[src/rtl/wb_req_pkg.sv]
// Shared constants for the halfword-request Wishbone master.
// Holds the state encoding, the default address width and the datapath widths.
package wb_req_pkg;

  localparam int AW_DEFAULT = 23;
  localparam int HW_W       = 16;
  localparam int WORD_W     = 32;
  localparam int SEL_W      = 4;
  localparam int LEN_W      = 4;
  localparam int STATE_W    = 3;

  localparam logic [STATE_W-1:0] ST_IDLE  = 3'd0;
  localparam logic [STATE_W-1:0] ST_WFILL = 3'd1;
  localparam logic [STATE_W-1:0] ST_WBUS  = 3'd2;
  localparam logic [STATE_W-1:0] ST_RBUS  = 3'd3;
  localparam logic [STATE_W-1:0] ST_RHI   = 3'd4;
  localparam logic [STATE_W-1:0] ST_GAP   = 3'd5;

endpackage

[src/rtl/wb_req_master.sv]
// Converts halfword burst requests into Wishbone classic 32-bit word cycles.
// Writes pack up to two halfwords per word; reads unpack one word into one or two halfwords.
module wb_req_master
  import wb_req_pkg::*;
#(
  parameter int AW = AW_DEFAULT
) (
  input  logic              clk_i,
  input  logic              rst_i,
  input  logic              req_valid,
  output logic              req_ready,
  input  logic [AW:0]       req_addr,
  input  logic [LEN_W-1:0]  req_len,
  input  logic              req_we,
  input  logic [HW_W-1:0]   din,
  input  logic [1:0]        din_mask,
  input  logic              din_valid,
  output logic              din_ready,
  output logic [HW_W-1:0]   dout,
  output logic              dout_valid,
  output logic              cyc_o,
  output logic              stb_o,
  output logic              we_o,
  output logic [AW-1:0]     adr_o,
  output logic [WORD_W-1:0] dat_o,
  output logic [SEL_W-1:0]  sel_o,
  input  logic [WORD_W-1:0] dat_i,
  input  logic              ack_i
);

  logic [STATE_W-1:0] state_q, state_d;
  logic [AW:0]        addr_q, addr_d;
  logic [LEN_W-1:0]   len_q, len_d;
  logic               we_q, we_d;
  logic [AW-1:0]      adr_q, adr_d;
  logic [WORD_W-1:0]  dat_q, dat_d;
  logic [SEL_W-1:0]   sel_q, sel_d;
  logic [HW_W-1:0]    rdata_hi_q, rdata_hi_d;
  logic [HW_W-1:0]    dout_q, dout_d;
  logic               dout_valid_q, dout_valid_d;
  logic [LEN_W-1:0]   len_dec;
  logic [AW:0]        addr_inc;

  // adr_q latches the word being worked on, since addr_q runs ahead after each halfword.
  always_comb begin
    state_d      = state_q;
    addr_d       = addr_q;
    len_d        = len_q;
    we_d         = we_q;
    adr_d        = adr_q;
    dat_d        = dat_q;
    sel_d        = sel_q;
    rdata_hi_d   = rdata_hi_q;
    dout_d       = dout_q;
    dout_valid_d = 1'b0;
    len_dec      = len_q - 1'b1;
    addr_inc     = addr_q + 1'b1;

    case (state_q)
      ST_IDLE: begin
        if (req_valid) begin
          addr_d = req_addr;
          len_d  = req_len;
          we_d   = req_we;
          if (req_len != '0) begin
            if (req_we) begin
              state_d = ST_WFILL;
              dat_d   = '0;
              sel_d   = '0;
            end else begin
              state_d = ST_RBUS;
              adr_d   = req_addr[AW:1];
            end
          end
        end
      end
      ST_WFILL: begin
        if (din_valid) begin
          adr_d = addr_q[AW:1];
          if (addr_q[0]) begin
            dat_d[31:16] = din;
            sel_d[3:2]   = din_mask;
          end else begin
            dat_d[15:0] = din;
            sel_d[1:0]  = din_mask;
          end
          addr_d = addr_inc;
          len_d  = len_dec;
          if (addr_q[0] || (len_dec == '0)) state_d = ST_WBUS;
        end
      end
      ST_WBUS: begin
        if (ack_i) state_d = ST_GAP;
      end
      ST_RBUS: begin
        if (ack_i) begin
          rdata_hi_d   = dat_i[31:16];
          dout_d       = addr_q[0] ? dat_i[31:16] : dat_i[15:0];
          dout_valid_d = 1'b1;
          addr_d       = addr_inc;
          len_d        = len_dec;
          state_d      = (!addr_q[0] && (len_dec != '0)) ? ST_RHI : ST_GAP;
        end
      end
      ST_RHI: begin
        dout_d       = rdata_hi_q;
        dout_valid_d = 1'b1;
        addr_d       = addr_inc;
        len_d        = len_dec;
        state_d      = ST_GAP;
      end
      ST_GAP: begin
        if (len_q == '0) begin
          state_d = ST_IDLE;
        end else if (we_q) begin
          state_d = ST_WFILL;
          dat_d   = '0;
          sel_d   = '0;
        end else begin
          state_d = ST_RBUS;
          adr_d   = addr_q[AW:1];
        end
      end
      default: state_d = ST_IDLE;
    endcase
  end

  always_ff @(posedge clk_i) begin
    if (rst_i) begin
      state_q      <= ST_IDLE;
      addr_q       <= '0;
      len_q        <= '0;
      we_q         <= 1'b0;
      adr_q        <= '0;
      dat_q        <= '0;
      sel_q        <= '0;
      rdata_hi_q   <= '0;
      dout_q       <= '0;
      dout_valid_q <= 1'b0;
    end else begin
      state_q      <= state_d;
      addr_q       <= addr_d;
      len_q        <= len_d;
      we_q         <= we_d;
      adr_q        <= adr_d;
      dat_q        <= dat_d;
      sel_q        <= sel_d;
      rdata_hi_q   <= rdata_hi_d;
      dout_q       <= dout_d;
      dout_valid_q <= dout_valid_d;
    end
  end

  assign req_ready  = (state_q == ST_IDLE);
  assign din_ready  = (state_q == ST_WFILL);
  assign cyc_o      = (state_q == ST_WBUS) || (state_q == ST_RBUS);
  assign stb_o      = cyc_o;
  assign we_o       = (state_q == ST_WBUS);
  assign adr_o      = adr_q;
  assign dat_o      = dat_q;
  assign sel_o      = (state_q == ST_RBUS) ? 4'hF : sel_q;
  assign dout       = dout_q;
  assign dout_valid = dout_valid_q;

endmodule
[config.mk]
export PLATFORM = sky130hd
export DESIGN_NAME = wb_req_master
export DESIGN_NICKNAME = d
export VERILOG_FILES = /design/src/rtl/wb_req_pkg.sv /design/src/rtl/wb_req_master.sv
export SDC_FILE = /design/constraint.sdc
export NUM_CORES = 1
export LEC_CHECK = 0
export ABC_AREA = 0
export CORE_MARGIN = 1
export CORE_UTILIZATION = 49
export CTS_CLUSTER_DIAMETER = 120
export DETAILED_ROUTE_END_ITERATION = 8
export PLACE_DENSITY = 0.87
export SLEW_MARGIN = 20
export SYNTH_ARGS = -nofsm -noshare
export SYNTH_HDL_FRONTEND = slang
export SYNTH_SLANG_ARGS = --single-unit
[constraint.sdc]
create_clock -name clk_i -period 2.9 [get_ports clk_i]
set_input_delay 0.87 -clock clk_i [delete_from_list [all_inputs] [get_ports clk_i]]
set_output_delay 0.87 -clock clk_i [all_outputs]
set_load 0.005 [all_outputs]
==> results.yml, run 1 <==
clocking:
  cts_hold_buf: 0
  ctsRootBufferMaster: "clkbuf_16"
  cts.sinks: 124
  cts_made_buffers: 17
  clkLatencyLatePin_ns: 0.42
  h-tree-depth: 4
  clock_path_buffers: 2
  cts_tree: "done"
  path_clk_slew_ns: 0.05
route:
  drt-pass1-iter-count: 5
  drtIter0Drc: 464
  wl_per_cell_um: 15.6
  routed_wl_um: 16400
  ant_nets: 0
  routed_via_density: 5.56
  drcViolationCount: 0
  via_count: 5833
worst_setup_path:
  r2r_cells: 8
  crit_path_max_incr_delay_ns: 0.55
  r2r_slack_ns: 0.63
  crit_path_top_delay_cell: "clkdlybuf4s50_1"
  cp.required_ns: 2.03
  worstPathCellList: "nor2b_1, nand2_1, nand2b_1, clkdlybuf4s50_1"
  crit_family: "buffers and inverters"
  r2r_end: "addr_q[20]$_SDFFE_PP0P_"
  worstSetupStartpoint: "state_q[0]$_SDFFE_PP0P_"
  worstPathArrival_ns: 1.85
  r2r-start: "state_q[0]$_SDFFE_PP0P_"
  worst-path-buf-inv: 1
  path_max_fanout: 7
  cp-end-kind: "primary output"
  crit_path_start_kind: "flop"
  crit_type: "flop to primary output"
timing:
  fin_crit_sh_pct: 93.7
  finClkSkew_ns: 0.00557
  hold_viol_final: 0
  setup_viol: 0
  hold_ws_ns: 0.455
  maxSlewHeadroom_pct: 55.4
  max_freq_mhz: 368
  slew_violations: 0
  rsz0062_at_grt: "no"
  tightest_slew_ns: 0.669
  period_minus_slack_ns: 2.72
outcome:
  status: "completed"
global_route:
  grt_pass1_vias: 5517
  antenna_found_initial: 0
  grt_usage_pct: 25.9
  grt_pass1_wl_um: 26700
  grt_overflow: 0
  grt_max_degree: 79
hold_path:
  min_to: "rdata_hi_q[3]$_SDFFE_PP0P_"
  hold_class: "flop to flop"
  hold_path_depth: 2
  hp-start: "rdata_hi_q[3]$_SDFFE_PP0P_"
synth:
  netlist_area_um2: 6210
  synth_common_cells: "dfxtp_1 (124), nor2_1 (81), mux2i_1 (73), nand2_1 (65), a21oi_1 (59)"
  yosys.area.top_type: "dfxtp_1"
  synth_top_area_share_pct: 40.0
  synthDistinctLibCells: 66
  synthMostInstantiatedCell: "dfxtp_1"
  postSynth.asyncResetShare_pct: 0
  synth_warnings: 0
  synth_edf_count: 0
  avgSynthCellArea_um2: 8.56
  synth_ff_type: "dfxtp_1"
  synth-seq-area-share_pct: 40.0
  synth.area.top_cells: "dfxtp_1 (40%), mux2i_1 (12%), a211oi_1 (5.7%)"
  synthCells: 725
  synth_nets: 812
  yosys_register_bits: 124
floorplanning:
  floorplan.initialDensity_pct: 51.0
  die_y_um: 115
  rows: 40
  die_w_um: 115
  core_area_um2: 12200
  die-area_um2: 13100
  num_io_pins: 165
pwr:
  peakVddDrop_mv: 0.472
  p_per_area_nw_per_um2: 923
  leakage_nw: 3.19
finish:
  multi_input_area_um2: 3400
  final_cell_area_um2: 8530
  nets: 958
  final_layout_size_suffix_gt1_share_pct: 7.71
  antenna_cells: 0
  ff_latch_area_um2: 2480
  fillers: 932
  area_growth_pct: 37.5
placement:
  place_congestion: 0.878
  dp_hpwl_um: 11100
  port_buffers: 164
  placed_area_um2: 7970
run:
  cap_violations: 0
-- what timing repair did --
action | 4_1_cts | 5_1_grt
setup endpoints to repair | 0 | 7
setup buffers | 0 | 0
resized for setup | 0 | 1
-- kinds of logic after synthesis --
logic type / Yosys count / synth area share (%)
adder cells (fa/ha/maj): 3 / 0.605
flip-flops: 124 / 40.0
AO/OA/AOI/OAI: 169 / 18.1
buffers and inverters: 70 / 5.52
AND/OR/NAND/NOR: 282 / 23.2
multiplexers: 77 / 12.6
-- worst register-to-register path: cells and delay by family, from the launching register on --
kind | cells | cell delay (ns)
AOI/OAI and AO/OA | 2 | 0.30
buffers and inverters | 3 | 0.78
DFF | 1 | 0.42
and+or+nand+nor | 3 | 0.62
-- area by class of cell --
cell class	count	area share, %
Timing Repair Buffer	186	21.6
Multi-Input combinational cell	531	39.8
Clock inverter	6	0.733
Sequential cell	124	29.1
Tap cell	168	2.46
Clock buffer	24	5.76
Inverter	11	0.484
-- metrics by stage --
step                      setup TNS (ns)  utilization (%)  total power, mW  cells  worst slack, ns
after floorplan                        0                -             4.68    725            0.528
after global placement                 0             65.5             5.80   1019           0.0264
after detailed placement          -0.155             65.5             5.87   1019          -0.0285
after CTS                              0             70.1             7.87   1049           0.0267
after global routing                   0             70.2             8.36   1050           0.0952
final                                  0             70.2             7.88   1050            0.182
-- metal layers --
metal  routed length (µm)  track usage (%)  vias up
met5                    0                0        -
met4                  374             11.0        0
met3                  977             5.93       30
met2                 7790             42.5      217
met1                 7240             32.6     2698
li1                     -                -     2888
-- placed cells by master, fill, tap and decap left out, types with 3 or more instances in the layout --
| cell | n |
|---|---|
| a21o_1 | 5 |
| nand2_1 | 65 |
| buf_12 | 3 |
| clkbuf_8 | 4 |
| clkinvlp_4 | 3 |
| nand2b_1 | 45 |
| nor2_1 | 80 |
| nand3_1 | 19 |
| inv_1 | 10 |
| nand3b_1 | 18 |
| a21oi_1 | 59 |
| nor3_1 | 16 |
| a22oi_1 | 3 |
| a31oi_1 | 9 |
| or2_1 | 3 |
| o21ai_1 | 14 |
| nor2b_1 | 3 |
| dfxtp_1 | 123 |
| or3_1 | 5 |
| nor4_1 | 8 |
| clkbuf_1 | 3 |
| o21ai_0 | 8 |
| ha_1 | 3 |
| and3_1 | 4 |
| mux2i_1 | 73 |
| buf_4 | 19 |
| clkbuf_16 | 17 |
| a211oi_1 | 47 |
| o311a_1 | 3 |
| clkdlybuf4s50_1 | 163 |
-- registers in the layout, indices dropped and copies added (netlist names) --
register    flops
dat_o          32
dout_valid      1
dout           16
adr_o          23
len_q           4
we_q            1
state_q         3
rdata_hi_q     16
sel_q           4
addr_q         24
-- power by group --
part	leakage, nW	switching, mW	internal, mW
Clock	0.264	0.735	1.25
Sequential	1.01	0.380	2.15
Combinational	1.91	1.73	1.64
Total	3.19	2.85	5.04
-- worst max-delay path by stage --
stage | end | slack, ns | depth (start not counted)
2_1_floorplan | dat_o[21]$_SDFFE_PP0P_ | 0.53 | 7
5_1_grt | sel_o[2] | 0.1 | 4
6_report | sel_o[1] | 0.18 | 4
3_3_place_gp | dat_o[27]$_SDFFE_PP0P_ | 0.03 | 6
3_5_place_dp | dat_o[31]$_SDFFE_PP0P_ | -0.03 | 6
4_1_cts | sel_o[1] | 0.03 | 3
Note: power is estimated with default switching activity, not from simulation.
==> inputs of run 2 (changes only) <==
--- a/config.mk
+++ b/config.mk
@@ -8,7 +8,6 @@
 export ABC_AREA = 0
 export CORE_MARGIN = 1
 export CORE_UTILIZATION = 49
-export CTS_CLUSTER_DIAMETER = 120
 export DETAILED_ROUTE_END_ITERATION = 8
 export PLACE_DENSITY = 0.87
 export SLEW_MARGIN = 20
==> results of run 2 <==
Final layout, timing and power as in run 1 (identical DEF).
